File: src/rtl/uart_rx_fifo_ctrl.sv
// UART receive buffer: character FIFO with overrun and idle-timeout tracking
// and a registered interrupt, gated by a DISABLED/RUN enable FSM.
module uart_rx_fifo_ctrl #(
    parameter int unsigned PAYLOAD_BITS   = 8,
    parameter int unsigned FIFO_DEPTH     = 16,
    parameter int unsigned TIMEOUT_CYCLES = 4000
) (
    input  logic                          clk,
    input  logic                          resetn,
    input  logic                          rx_enable,
    input  logic                          rx_ready,
    input  logic [PAYLOAD_BITS-1:0]       rx_data,
    input  logic                          rd_en,
    input  logic                          flush,
    input  logic                          ovr_clr,
    input  logic [$clog2(FIFO_DEPTH):0]   irq_level,
    output logic [PAYLOAD_BITS-1:0]       rd_data,
    output logic                          rd_valid,
    output logic [$clog2(FIFO_DEPTH):0]   level,
    output logic                          empty,
    output logic                          full,
    output logic                          overrun,
    output logic                          timeout,
    output logic                          irq
);

    localparam int unsigned PW = $clog2(FIFO_DEPTH);
    localparam int unsigned LW = PW + 1;
    localparam int unsigned TW = $clog2(TIMEOUT_CYCLES + 1);

    typedef enum logic {
        ST_DISABLED = 1'b0,
        ST_RUN      = 1'b1
    } state_e;

    state_e                  state_q, state_d;
    logic                    run_c;

    logic [PAYLOAD_BITS-1:0] mem_q [FIFO_DEPTH];
    logic [PW-1:0]           wr_ptr_q, wr_ptr_d;
    logic [PW-1:0]           rd_ptr_q, rd_ptr_d;
    logic [LW-1:0]           level_q, level_d;
    logic [PAYLOAD_BITS-1:0] rd_data_q, rd_data_d;
    logic                    rd_valid_q, rd_valid_d;
    logic                    overrun_q, overrun_d;
    logic                    timeout_q, timeout_d;
    logic [TW-1:0]           tmo_cnt_q, tmo_cnt_d;
    logic                    irq_q, irq_d;

    logic                    empty_c, full_c;
    logic                    rd_acc_c, wr_acc_c, ovr_set_c, activity_c;

    // State register
    always_ff @(posedge clk) begin
        if (!resetn) state_q <= ST_DISABLED;
        else         state_q <= state_d;
    end

    // Next-state logic
    always_comb begin
        state_d = state_q;
        case (state_q)
            ST_DISABLED: if (rx_enable)  state_d = ST_RUN;
            ST_RUN:      if (!rx_enable) state_d = ST_DISABLED;
            default:     state_d = ST_DISABLED;
        endcase
    end

    // FSM outputs
    always_comb begin
        run_c = 1'b0;
        if (state_q == ST_RUN) run_c = 1'b1;
    end

    assign empty_c = (level_q == '0);
    assign full_c  = (level_q == LW'(FIFO_DEPTH));

    // Flush wins over everything; a read at full frees the slot for a same-cycle write.
    assign rd_acc_c   = rd_en && !empty_c && !flush;
    assign wr_acc_c   = run_c && rx_ready && !flush && (!full_c || rd_acc_c);
    assign ovr_set_c  = run_c && rx_ready && !flush && !wr_acc_c;
    assign activity_c = flush || wr_acc_c || rd_acc_c;

    always_comb begin
        wr_ptr_d   = wr_ptr_q;
        rd_ptr_d   = rd_ptr_q;
        level_d    = level_q;
        rd_data_d  = rd_data_q;
        rd_valid_d = rd_acc_c;
        overrun_d  = overrun_q;
        timeout_d  = timeout_q;
        tmo_cnt_d  = tmo_cnt_q;
        irq_d      = ((irq_level != '0) && (level_q >= irq_level)) || timeout_q || overrun_q;

        if (flush) begin
            wr_ptr_d = '0;
            rd_ptr_d = '0;
            level_d  = '0;
        end else begin
            if (wr_acc_c) wr_ptr_d = wr_ptr_q + PW'(1);
            if (rd_acc_c) begin
                rd_ptr_d  = rd_ptr_q + PW'(1);
                rd_data_d = mem_q[rd_ptr_q];
            end
            level_d = level_q + LW'(wr_acc_c) - LW'(rd_acc_c);
        end

        if (ovr_set_c)    overrun_d = 1'b1;
        else if (ovr_clr) overrun_d = 1'b0;

        // Idle counter saturates at the threshold and freezes while disabled.
        if (activity_c || empty_c)
            tmo_cnt_d = '0;
        else if (run_c && (tmo_cnt_q != TW'(TIMEOUT_CYCLES)))
            tmo_cnt_d = tmo_cnt_q + TW'(1);

        if (activity_c)                            timeout_d = 1'b0;
        else if (tmo_cnt_d == TW'(TIMEOUT_CYCLES)) timeout_d = 1'b1;
    end

    always_ff @(posedge clk) begin
        if (!resetn) begin
            wr_ptr_q   <= '0;
            rd_ptr_q   <= '0;
            level_q    <= '0;
            rd_data_q  <= '0;
            rd_valid_q <= 1'b0;
            overrun_q  <= 1'b0;
            timeout_q  <= 1'b0;
            tmo_cnt_q  <= '0;
            irq_q      <= 1'b0;
        end else begin
            wr_ptr_q   <= wr_ptr_d;
            rd_ptr_q   <= rd_ptr_d;
            level_q    <= level_d;
            rd_data_q  <= rd_data_d;
            rd_valid_q <= rd_valid_d;
            overrun_q  <= overrun_d;
            timeout_q  <= timeout_d;
            tmo_cnt_q  <= tmo_cnt_d;
            irq_q      <= irq_d;
        end
    end

    // Buffer RAM is not reset; the pointers define what is valid.
    always_ff @(posedge clk) begin
        if (resetn && wr_acc_c) mem_q[wr_ptr_q] <= rx_data;
    end

    assign rd_data  = rd_data_q;
    assign rd_valid = rd_valid_q;
    assign level    = level_q;
    assign empty    = empty_c;
    assign full     = full_c;
    assign overrun  = overrun_q;
    assign timeout  = timeout_q;
    assign irq      = irq_q;

endmodule
File: config.mk
export PLATFORM = sky130hd
export DESIGN_NAME = uart_rx_fifo_ctrl
export DESIGN_NICKNAME = d
export VERILOG_FILES = /design/src/rtl/uart_rx_fifo_ctrl.sv
export SDC_FILE = /design/constraint.sdc
export NUM_CORES = 1
export LEC_CHECK = 0
export ABC_AREA = 0
export BUFFER_PORTS_ARGS = -buffer_cell sky130_fd_sc_hd__buf_4
export CORE_ASPECT_RATIO = 0.75
export CORE_MARGIN = 3
export CORE_UTILIZATION = 38
export CTS_BUF_LIST = sky130_fd_sc_hd__clkbuf_4 sky130_fd_sc_hd__clkbuf_8
export DETAILED_ROUTE_END_ITERATION = 10
export GPL_ROUTABILITY_DRIVEN = 0
export PLACE_DENSITY = 0.67
export SYNTH_ARGS = -nofsm -noshare
export SYNTH_HDL_FRONTEND = slang
export SYNTH_SLANG_ARGS = --single-unit
File: constraint.sdc
create_clock -name clk -period 2.6 [get_ports clk]
set_clock_uncertainty 0.05 [all_clocks]
set_input_delay 0.52 -clock clk [delete_from_list [all_inputs] [get_ports clk]]
set_output_delay 0.52 -clock clk [all_outputs]
set_load 0.005 [all_outputs]
### Word-level counts from Yosys, hierarchy flattened

Memory sizes are Yosys's and may differ from the RTL's. A register that Yosys moved wholly into a read port is not among the register bits.
Index checks and enable logic that the tools add are counted.

* order comparisons: 1
* add/subtract/negate cells: 5
* reductions and logical operators: 26
* bitwise gates (word level): 2
* multipliers: 0
* equality and inequality tests: 3
* mux-type cells: 8
* shift-type cells: 0
* div/mod/pow operators: 0

Operators with widths (number)
* 12-bit two-way mux: 2
* 12-bit by 1-bit adder with 12-bit output, second input constant: 1
* 12-bit == test, second input constant: 1
* 12-bit inequality test, second input constant: 1
* 1-bit logical AND: 9
* 4-bit by 1-bit adder with 4-bit output, second input constant: 2
* 1-bit logical OR: 6
* 1-bit two-way mux: 6
* 5-bit by 1-bit adder with 5-bit output: 1
* 5-bit == test, second input constant: 1
* 5-bit greater-or-equal comparator: 1
* 1-bit zero test: 5
* 5-bit zero test: 1
* 5-bit nonzero test: 1
* 5-bit by 1-bit subtractor with 5-bit output: 1
* 2-bit OR reduction: 2
* 1-bit inverter: 2
* 2-bit AND reduction: 1
* 2-bit nonzero test: 1

* register bits: 30
* bits of input ports: 20
* word-level logic and storage cells: 55
* output and inout port bits: 19
* memory bits (read-only): 0
* latch bits: 0
* memory bits (writable): 128
* memories: 1

Memory list
* mem_q: words 16, bits a word 8, read ports 1, clocked after Yosys merged registers in 1, wr ports 1, line 39 `logic [PAYLOAD_BITS-1:0] mem_q [FIFO_DEPTH];`

### Depth between registers and ports, before layout

Gate-level depths: netlist (run 1).

* depth in word-level cells: 11
* gate-level depth with buffers: 13
* mapped depth without buffers: 13

### Worst setup path after synthesis (run 1)

OpenSTA, ideal clock, no wires.

* kind: reg-to-reg
* start point: register level_q[3], in the netlist level[3]
* end point: register level_q[4], in the netlist level[4]
* setup time: 70 ps
* data required time: 2480 ps
* path slack: -418 ps
* period minus slack after synthesis: 3018 ps
* stages on the path, launching flop included: 14
* data arrival time: 2898 ps
* cell sequence: dfxtp_1 -> inv_1 -> ha_1 -> nor4b_1 -> nor2_1 -> clkbuf_1 -> nand2_1 -> o21ai_0 -> ha_1 -> fa_1 -> a21oi_1 -> nor2_1 -> or3_1 -> a21oi_1

* cells in the longest elaborated chain, start to end: 8

Ends and longest elaborated chain
* start, declared: line 42 `logic [LW-1:0] level_q, level_d;`
* start signal, assigned: line 135 `level_q <= level_d;`
* 5-bit zero test *: line 75 `assign empty_c = (level_q == '0);`
* net empty: line 20 `output logic empty,`
* 1-bit zero test *: line 79 `assign rd_acc_c = rd_en && !empty_c && !flush;`
* 1-bit logical AND * (2 in a row): line 79
* 1-bit logical OR: line 80 `assign wr_acc_c = run_c && rx_ready && !flush && (!full_c || rd_acc_c);`
* 1-bit logical AND: line 80
* 5-bit by 1-bit adder with 5-bit output: line 105 `level_d = level_q + LW'(wr_acc_c) - LW'(rd_acc_c);`
* 5-bit by 1-bit subtractor with 5-bit output *: line 105

The timed path passes the listed nets; every way through them passes the cells marked *.
A chain may end at the register's enable or synchronous reset.

### Final worst setup path (run 1)

* start point: register level_q[3], in the netlist level[3]
* end point: register level_q[4], in the netlist level[4]

* cells in the longest elaborated chain, start to end: 8

Ends and longest elaborated chain (line)
* 5-bit zero test: 75
* 1-bit zero test: 79
* 1-bit logical AND (2 in a row): 79
* 1-bit logical OR: 80
* 1-bit logical AND: 80
* 5-bit by 1-bit adder with 5-bit output: 105
* 5-bit by 1-bit subtractor with 5-bit output *: 105

Every way passes the cells marked *; elsewhere a longest branch is shown, timed or not.

==> results of run 1 <==
==> logic make-up after synthesis <==
group,synth area share [%]
muxes,10.93
buffers and inverters,2.259
and+or+nand+nor,7.834
DFF,67.04
AOI/OAI and AO/OA,5.866
xor gates and xnor gates,2.678
adders and majority gates,3.389
==> per-stage QoR <==
stage	area, um^2	util [%]	total power, uW
4_1_cts	8044	46.67	5074
2_1_floorplan	6905	-	3093
3_3_place_gp	7635	44.29	3210
5_1_grt	8080	46.88	5240
3_5_place_dp	7635	44.29	3222
6_report	8080	46.88	5051
==> power groups by stage <==
stage / sequential, uW / combinational [uW] / clock (uW)
after floorplan: 2940 / 150 / 0
after global placement: 2940 / 266 / 0
after detailed placement: 2940 / 277 / 0
after CTS: 2880 / 279 / 1910
after global routing: 2890 / 318 / 2030
final: 2890 / 290 / 1880
==> cell type report <==
class | instances | area (um^2) | share of cell area, %
multi-input cells | 239 | 2167 | 26.82
repair buffers | 69 | 530.5 | 6.566
clock inverters | 15 | 170.2 | 2.106
inverters | 20 | 75.07 | 0.9291
clock buffers | 17 | 234.0 | 2.896
flip-flops and latches | 166 | 4608 | 57.03
well taps | 236 | 295.3 | 3.654
==> cells in the mapped netlist, types with 4 or more instances <==
library cell  count  area (um^2)
edfxtp_1        128         3844
nor2_1           51        191.4
dfxtp_1          38        760.7
mux4_2           32        720.7
inv_1            20        75.07
nand2_1          19        71.32
ha_1             17        212.7
xor2_1           12        105.1
nand4_1          10        62.56
o22ai_1           9        56.30
xnor2_1           9        78.83
a21oi_1           8        40.04
a221oi_1          8        70.07
a22o_1            8        70.07
clkbuf_1          8        30.03
o21ai_0           5        25.02
and2_1            4        25.02
buf_1             4        15.01
buf_2             4        20.02
nor2b_1           4        25.02
==> worst max-delay path by stage <==
stage                to  cells past startpoint  slack (ps)      from
4_1_cts        level[4]                     13          50  level[2]
2_1_floorplan  level[4]                     13          40  level[3]
5_1_grt        level[4]                     13         -20  level[3]
6_report       level[4]                     13         100  level[3]
3_5_place_dp   level[4]                     13          20  level[2]
3_3_place_gp   level[4]                     13         110  level[2]
==> state kept, by name, summed over array words and instances, names as in the netlist, 4 cells and up <==
name / count
level: 5
mem_q: 128
tmo_cnt_q: 12
rd_ptr_q: 4
rd_data: 8
wr_ptr_q: 4
==> per-layer routing <==
layer  GRT usage (%)  share of wire, %
met1           21.02                47
met2           24.05                46
met3           4.116               5.9
met4           4.997               1.9
met5               0                 0
==> repair_timing <==
action / in CTS / in global routing
pin swaps: 0 / 4
setup endpoints to repair: 1 / 1
resized for setup: 1 / 12
buffers inserted: 0 / 1
==> critical path, cell delays in order (launching register included) <==
cell	delay, ps
dfxtp_2	330
inv_2	50
ha_2	180
nor3b_4	210
and2_4	190
a21oi_2	60
inv_1	80
o21ai_2	50
ha_2	180
fa_2	390
a21oi_2	150
nor2_1	60
or3_1	340
a21oi_1	120
==> results.md, run 1 <==
* Reg2Reg Depth at 13
* Crit path DAT at about 2800 ps
* Drt wl/cell at between 15 and 20 um
* Critical path fanouts, max at 3
* First-pass GRT wire length at about 23 mm
* DRC Markers at 0
* Static Leak at 0.002708 uW
* Warnings from Yosys at 0
* Max-slew violation count at 0
* PortBufs at 38
* Crit. End Element: flop
* Clk root buf: clkbuf_8
* Ys flop type: edfxtp_1
* Pwr dens at around 630 mW/mm^2
* Finish-stage setup viols at 0
* Full die area at 0.01974 mm^2
* Switching fraction of total power at ~23%
* Synth Net Count at approximately 480
* Detailed Place HPWL at approximately 9.6 mm
* Clock share of power at between 30% and 40%
* CTS sink cnt at ~170
* Worst-Margin Slew at ~770 ps
* Mapped Area at just under 0.007 mm^2
* Synth Register Bits at about 170
* CP Launch Type: flop
* Logic pwr share at ~5.7%
* FF-to-FF setup slack at between 100 and 150 ps
* Hold_sp: rx_enable
* Final Cycle Share at a little over nine tenths
* Reg2reg end: level[4]
* Min-Delay Path Depth at 2
* Iter 0 DRT Violations at about 330
* Setup TNS at 0 ps
* 1st-pass router iterations at 4
* Filler instances at about 1500
* Synth unique cells at between 40 and 50
* Final min period at between 2000 and 2500 ps
* CTS tree: built
* Avg Cell Area, Syn at between 15 and 20 um^2
* ANT cells at 0
* Async SR Flop Fraction at 0%
* Worst vdd ir at 0.0004325 V
* Bufs on Longest Clock Path at 2
* Layout cells sized above 1 at between 20 and 30%
* Final WS setup at between 100 and 150 ps
* Die Span Y at 122.4 um
* Hold buffers post-CTS at 0
* Detailed-route via count at a little under 4000
* Cts bufs inserted at 17
* Hold endpoint: state_q
* Status: complete, no violations
* Core area at ~0.017 mm^2
* Critical path required time at approximately 2900 ps
* Hold WS at 228.7 ps
* IO Pins at 39
* Reg clk slew, reported paths at around 90 ps
* FP Rows at ~40
* H-tree depth at 4
* Overall Global Routing Usage at between 10% and 20%
* Max frequency at ~0.4 GHz
* Post-synth EDFFs at 128
* Die width at 161.2 um
* Nets@finish at about 550
* Antenna violations before repair at 0
* Post-Syn Instances at around 440
* Via/cell ratio at 5.205
* Net Sw Power at approximately 1200 uW
* Vias in the first global route at just over 4000
* Commonest cells after routing, fill and taps aside: edfxtp_1 (128), buf_4 (68), nor2_1 (50), dfxtp_1 (35), mux4_2 (32)
* Starting Density at between 30% and 40%
* Post-synthesis sequential area ratio at between 60% and 70%
* Leading cell type in the layout, fill and taps excluded: edfxtp_1
* Dpl ws at about 21 ps
* Share of power burned in registers at a little under three fifths
* Final wirelength at between 10 and 15 mm
* Hold Fails Final Rpt at 0
* FF-to-FF Start: level[3]
* Overflow left after global routing at 0
* Largest net degree at the start of global routing at 36
* Worst-skew pair later-pin latency at 450 ps
* DRT antenna net count at 0
* Layout area overhead at 17.65%
* Post-Place Cells at 729
* Power Internal at 3887 uW
* Slew headroom at between 40 and 50%
* Setup CP Type: reg -> reg
* Post-Layout Cell Count at 762
* Max Cap Violations at 0
* Hold Crit Class: in -> reg
(Power assumes the default switching activity.)
==> inputs of run 2 (changes only) <==
--- a/config.mk
+++ b/config.mk
@@ -7,7 +7,6 @@
 export LEC_CHECK = 0
 export ABC_AREA = 0
 export BUFFER_PORTS_ARGS = -buffer_cell sky130_fd_sc_hd__buf_4
-export CORE_ASPECT_RATIO = 0.75
 export CORE_MARGIN = 3
 export CORE_UTILIZATION = 38
 export CTS_BUF_LIST = sky130_fd_sc_hd__clkbuf_4 sky130_fd_sc_hd__clkbuf_8
==> run 2 against run 1 <==
  * Clock power is 3% lower
  * Setup slack better by 13 ps
  * Sequential share of layout area is 0.24 points higher
  * Via count is 1.6% lower
  * Total power is 1.2% lower
  * Combinational power is 1% higher
  * Critical endpoint unchanged
  * First-iteration DRC count is 9.8% lower
  * Global-route usage is 1.1 points lower
  * Non-clock buffer count is 3 lower
  * Largest power group unchanged
  * Sequential cell count stayed put
==> results.md, run 2 (synthesized netlist as in run 1, its figures left out) <==
* Status: complete, no violations
* Switching fraction of total power at a little over a fifth
* CTS sink cnt at ~170
* Hold Fails Final Rpt at 0
* Overflow left after global routing at 0
* Vias in the first global route at 3977
* Finish-stage setup viols at 0
* Leading cell type in the layout, fill and taps excluded: edfxtp_1
* Min-Delay Path Depth at 2
* Post-layout util at a little under half
* Final WS setup at 114.8 ps
* Hold_sp: rx_enable
* Final min period at around 2500 ps
* Cts bufs inserted at 17
* Die width at about 140 um
* ANT cells at 0
* FF-to-FF Start: level[2]
* PortBufs at 38
* Final Cycle Share at between 90% and 100%
* Dpl ws at 23.99 ps
* GRT Max-Usage Layer: met2
* Drt wl/cell at 18.12 um
* Die Span Y at about 140 um
* Slew headroom at between 50% and 60%
* Commonest cells after routing, fill and taps aside: edfxtp_1 (128), buf_4 (64), nor2_1 (50), dfxtp_1 (37), mux4_2 (32)
* Detailed Place HPWL at just under 9 mm
* CTS tree: built
* Filler instances at roughly 1500
* Static Leak at 0.002677 uW
* Biggest register: mem_q
* DRC Markers at 0
* Largest net degree at the start of global routing at 36
* Worst-skew pair later-pin latency at 440 ps
* Crit path DAT at 2810 ps
* Finished layout cell area at between 0.008 and 0.009 mm^2
* H-tree depth at 4
* Layout cells sized above 1 at between 20% and 30%
* Pwr dens at between 600 and 700 mW/mm^2
* Core area at roughly 0.017 mm^2
* Share of power burned in registers at between 50% and 60%
* Global routing usage on met1 at 18.04%
* Logic pwr share at 5.9%
* Bufs on Longest Clock Path at 2
* Reg2reg end: level[4]
* Placed cell area at approximately 0.0076 mm^2
* Layout area overhead at 17.09%
* Post-Layout Cell Count at ~750
* Max frequency at 0.4024 GHz
* Net Sw Power at ~1100 uW
* Crit. End Element: flop
* Largest register FFs at 128
* Met2 Use GR at about a quarter
* IO Pins at 39
* DRT antenna net count at 0
* CP Launch Type: flop
* Setup CP Type: reg -> reg
* Starting Density at about two fifths
* Detailed-route via count at a little under 4000
* Power Internal at around 4000 uW
* Critical path fanouts, max at 2
* FF-to-FF setup slack at 110 ps
* FP Rows at 48
* Overall Global Routing Usage at between 10% and 20%
* First-pass GRT wire length at ~21 mm
* Hold endpoint: state_q
* Iter 0 DRT Violations at approximately 300
* Max Cap Violations at 0
* Max-slew violation count at 0
* Reg2Reg Depth at 13
* Full die area at 0.01972 mm^2
* Reg clk slew, reported paths at around 90 ps
* 1st-pass router iterations at 4
* Clk root buf: clkbuf_8
* Worst-Margin Slew at about 730 ps
* GRT met3 Usage at under 10%
* Worst vdd ir at 0.0003140 V
* Via/cell ratio at between 5 and 6
* Post-Place Cells at a little over 700
* Critical path required time at 2930 ps
* Antenna violations before repair at 0
* Nets@finish at 548
* Final wirelength at about 14 mm
* Hold Crit Class: in -> reg
* Clock share of power at roughly 36%
[run 2: changes by cell type in the layout (fill, tap and decap cells not counted), moves of 2 or more]
cell	previous run	this run
clkinv_4	6	2
dfxtp_1	35	37
buf_4	68	64
clkbuf_4	0	2
clkinvlp_4	0	3
dfxtp_2	3	1
[run 2: through the flow]
step                      setup TNS, ps  power, uW  hold WS [ps]
after floorplan                       0       3093         413.3
after CTS                             0       5018         208.6
final                                 0       4992         235.6
after global placement                0       3205         410.2
after detailed placement              0       3216         413.6
after global routing             -13.02       5155         210.7
[run 2: metal layers]
metal	vias up	part of all wire, %	wire length (um)
met2	103	51	6847
met5	-	0	0
met4	0	1.0	141
met3	10	5.1	694
met1	1952	43	5872
li1	1836	-	-
[run 2: final cells by class]
cell class | instances | area, um^2 | share of cell area [%]
sequential | 166 | 4606 | 57.27
multi-input combinational | 239 | 2162 | 26.89
timing repair buffer | 66 | 520.5 | 6.473
tap | 225 | 281.5 | 3.501
clock buffer | 19 | 249.0 | 3.096
clock inverter | 13 | 147.6 | 1.836
inverter | 20 | 75.07 | 0.9336
[run 2: worst max-delay path, cell delays in order, from the launching register on]
cell,delay [ps]
dfxtp_1,310
inv_1,80
ha_2,190
nor3b_4,190
and2_4,170
a21oi_2,60
inv_1,60
o21ai_1,70
ha_2,190
fa_2,380
a21oi_2,120
nor2_1,60
or3_1,360
a21oi_2,130
[run 2: worst max-delay path by stage]
stage	start	end	slack, ps	cells after the start
floorplan	level[3]	level[4]	40	13
global placement	level[2]	level[4]	110	13
detailed placement	level[3]	level[4]	20	13
CTS	level[3]	level[4]	50	12
global route	level[3]	level[4]	-10	13
finish	level[2]	level[4]	110	13
[run 2: what timing repair did]
| item | in CTS | in global routing |
|---|---|---|
| endpoints found under the setup margin | 1 | 1 |
| hold buffers | 0 | 0 |
| gates resized for setup | 1 | 8 |
| setup buffers | 1 | 2 |
| pin swaps | 0 | 3 |
[run 2: power groups by stage]
stage | clock (uW) | combinational (uW) | sequential [uW]
3_5_place_dp | 0 | 274 | 2940
5_1_grt | 1950 | 323 | 2880
4_1_cts | 1860 | 279 | 2880
2_1_floorplan | 0 | 150 | 2940
6_report | 1820 | 294 | 2880
3_3_place_gp | 0 | 265 | 2940
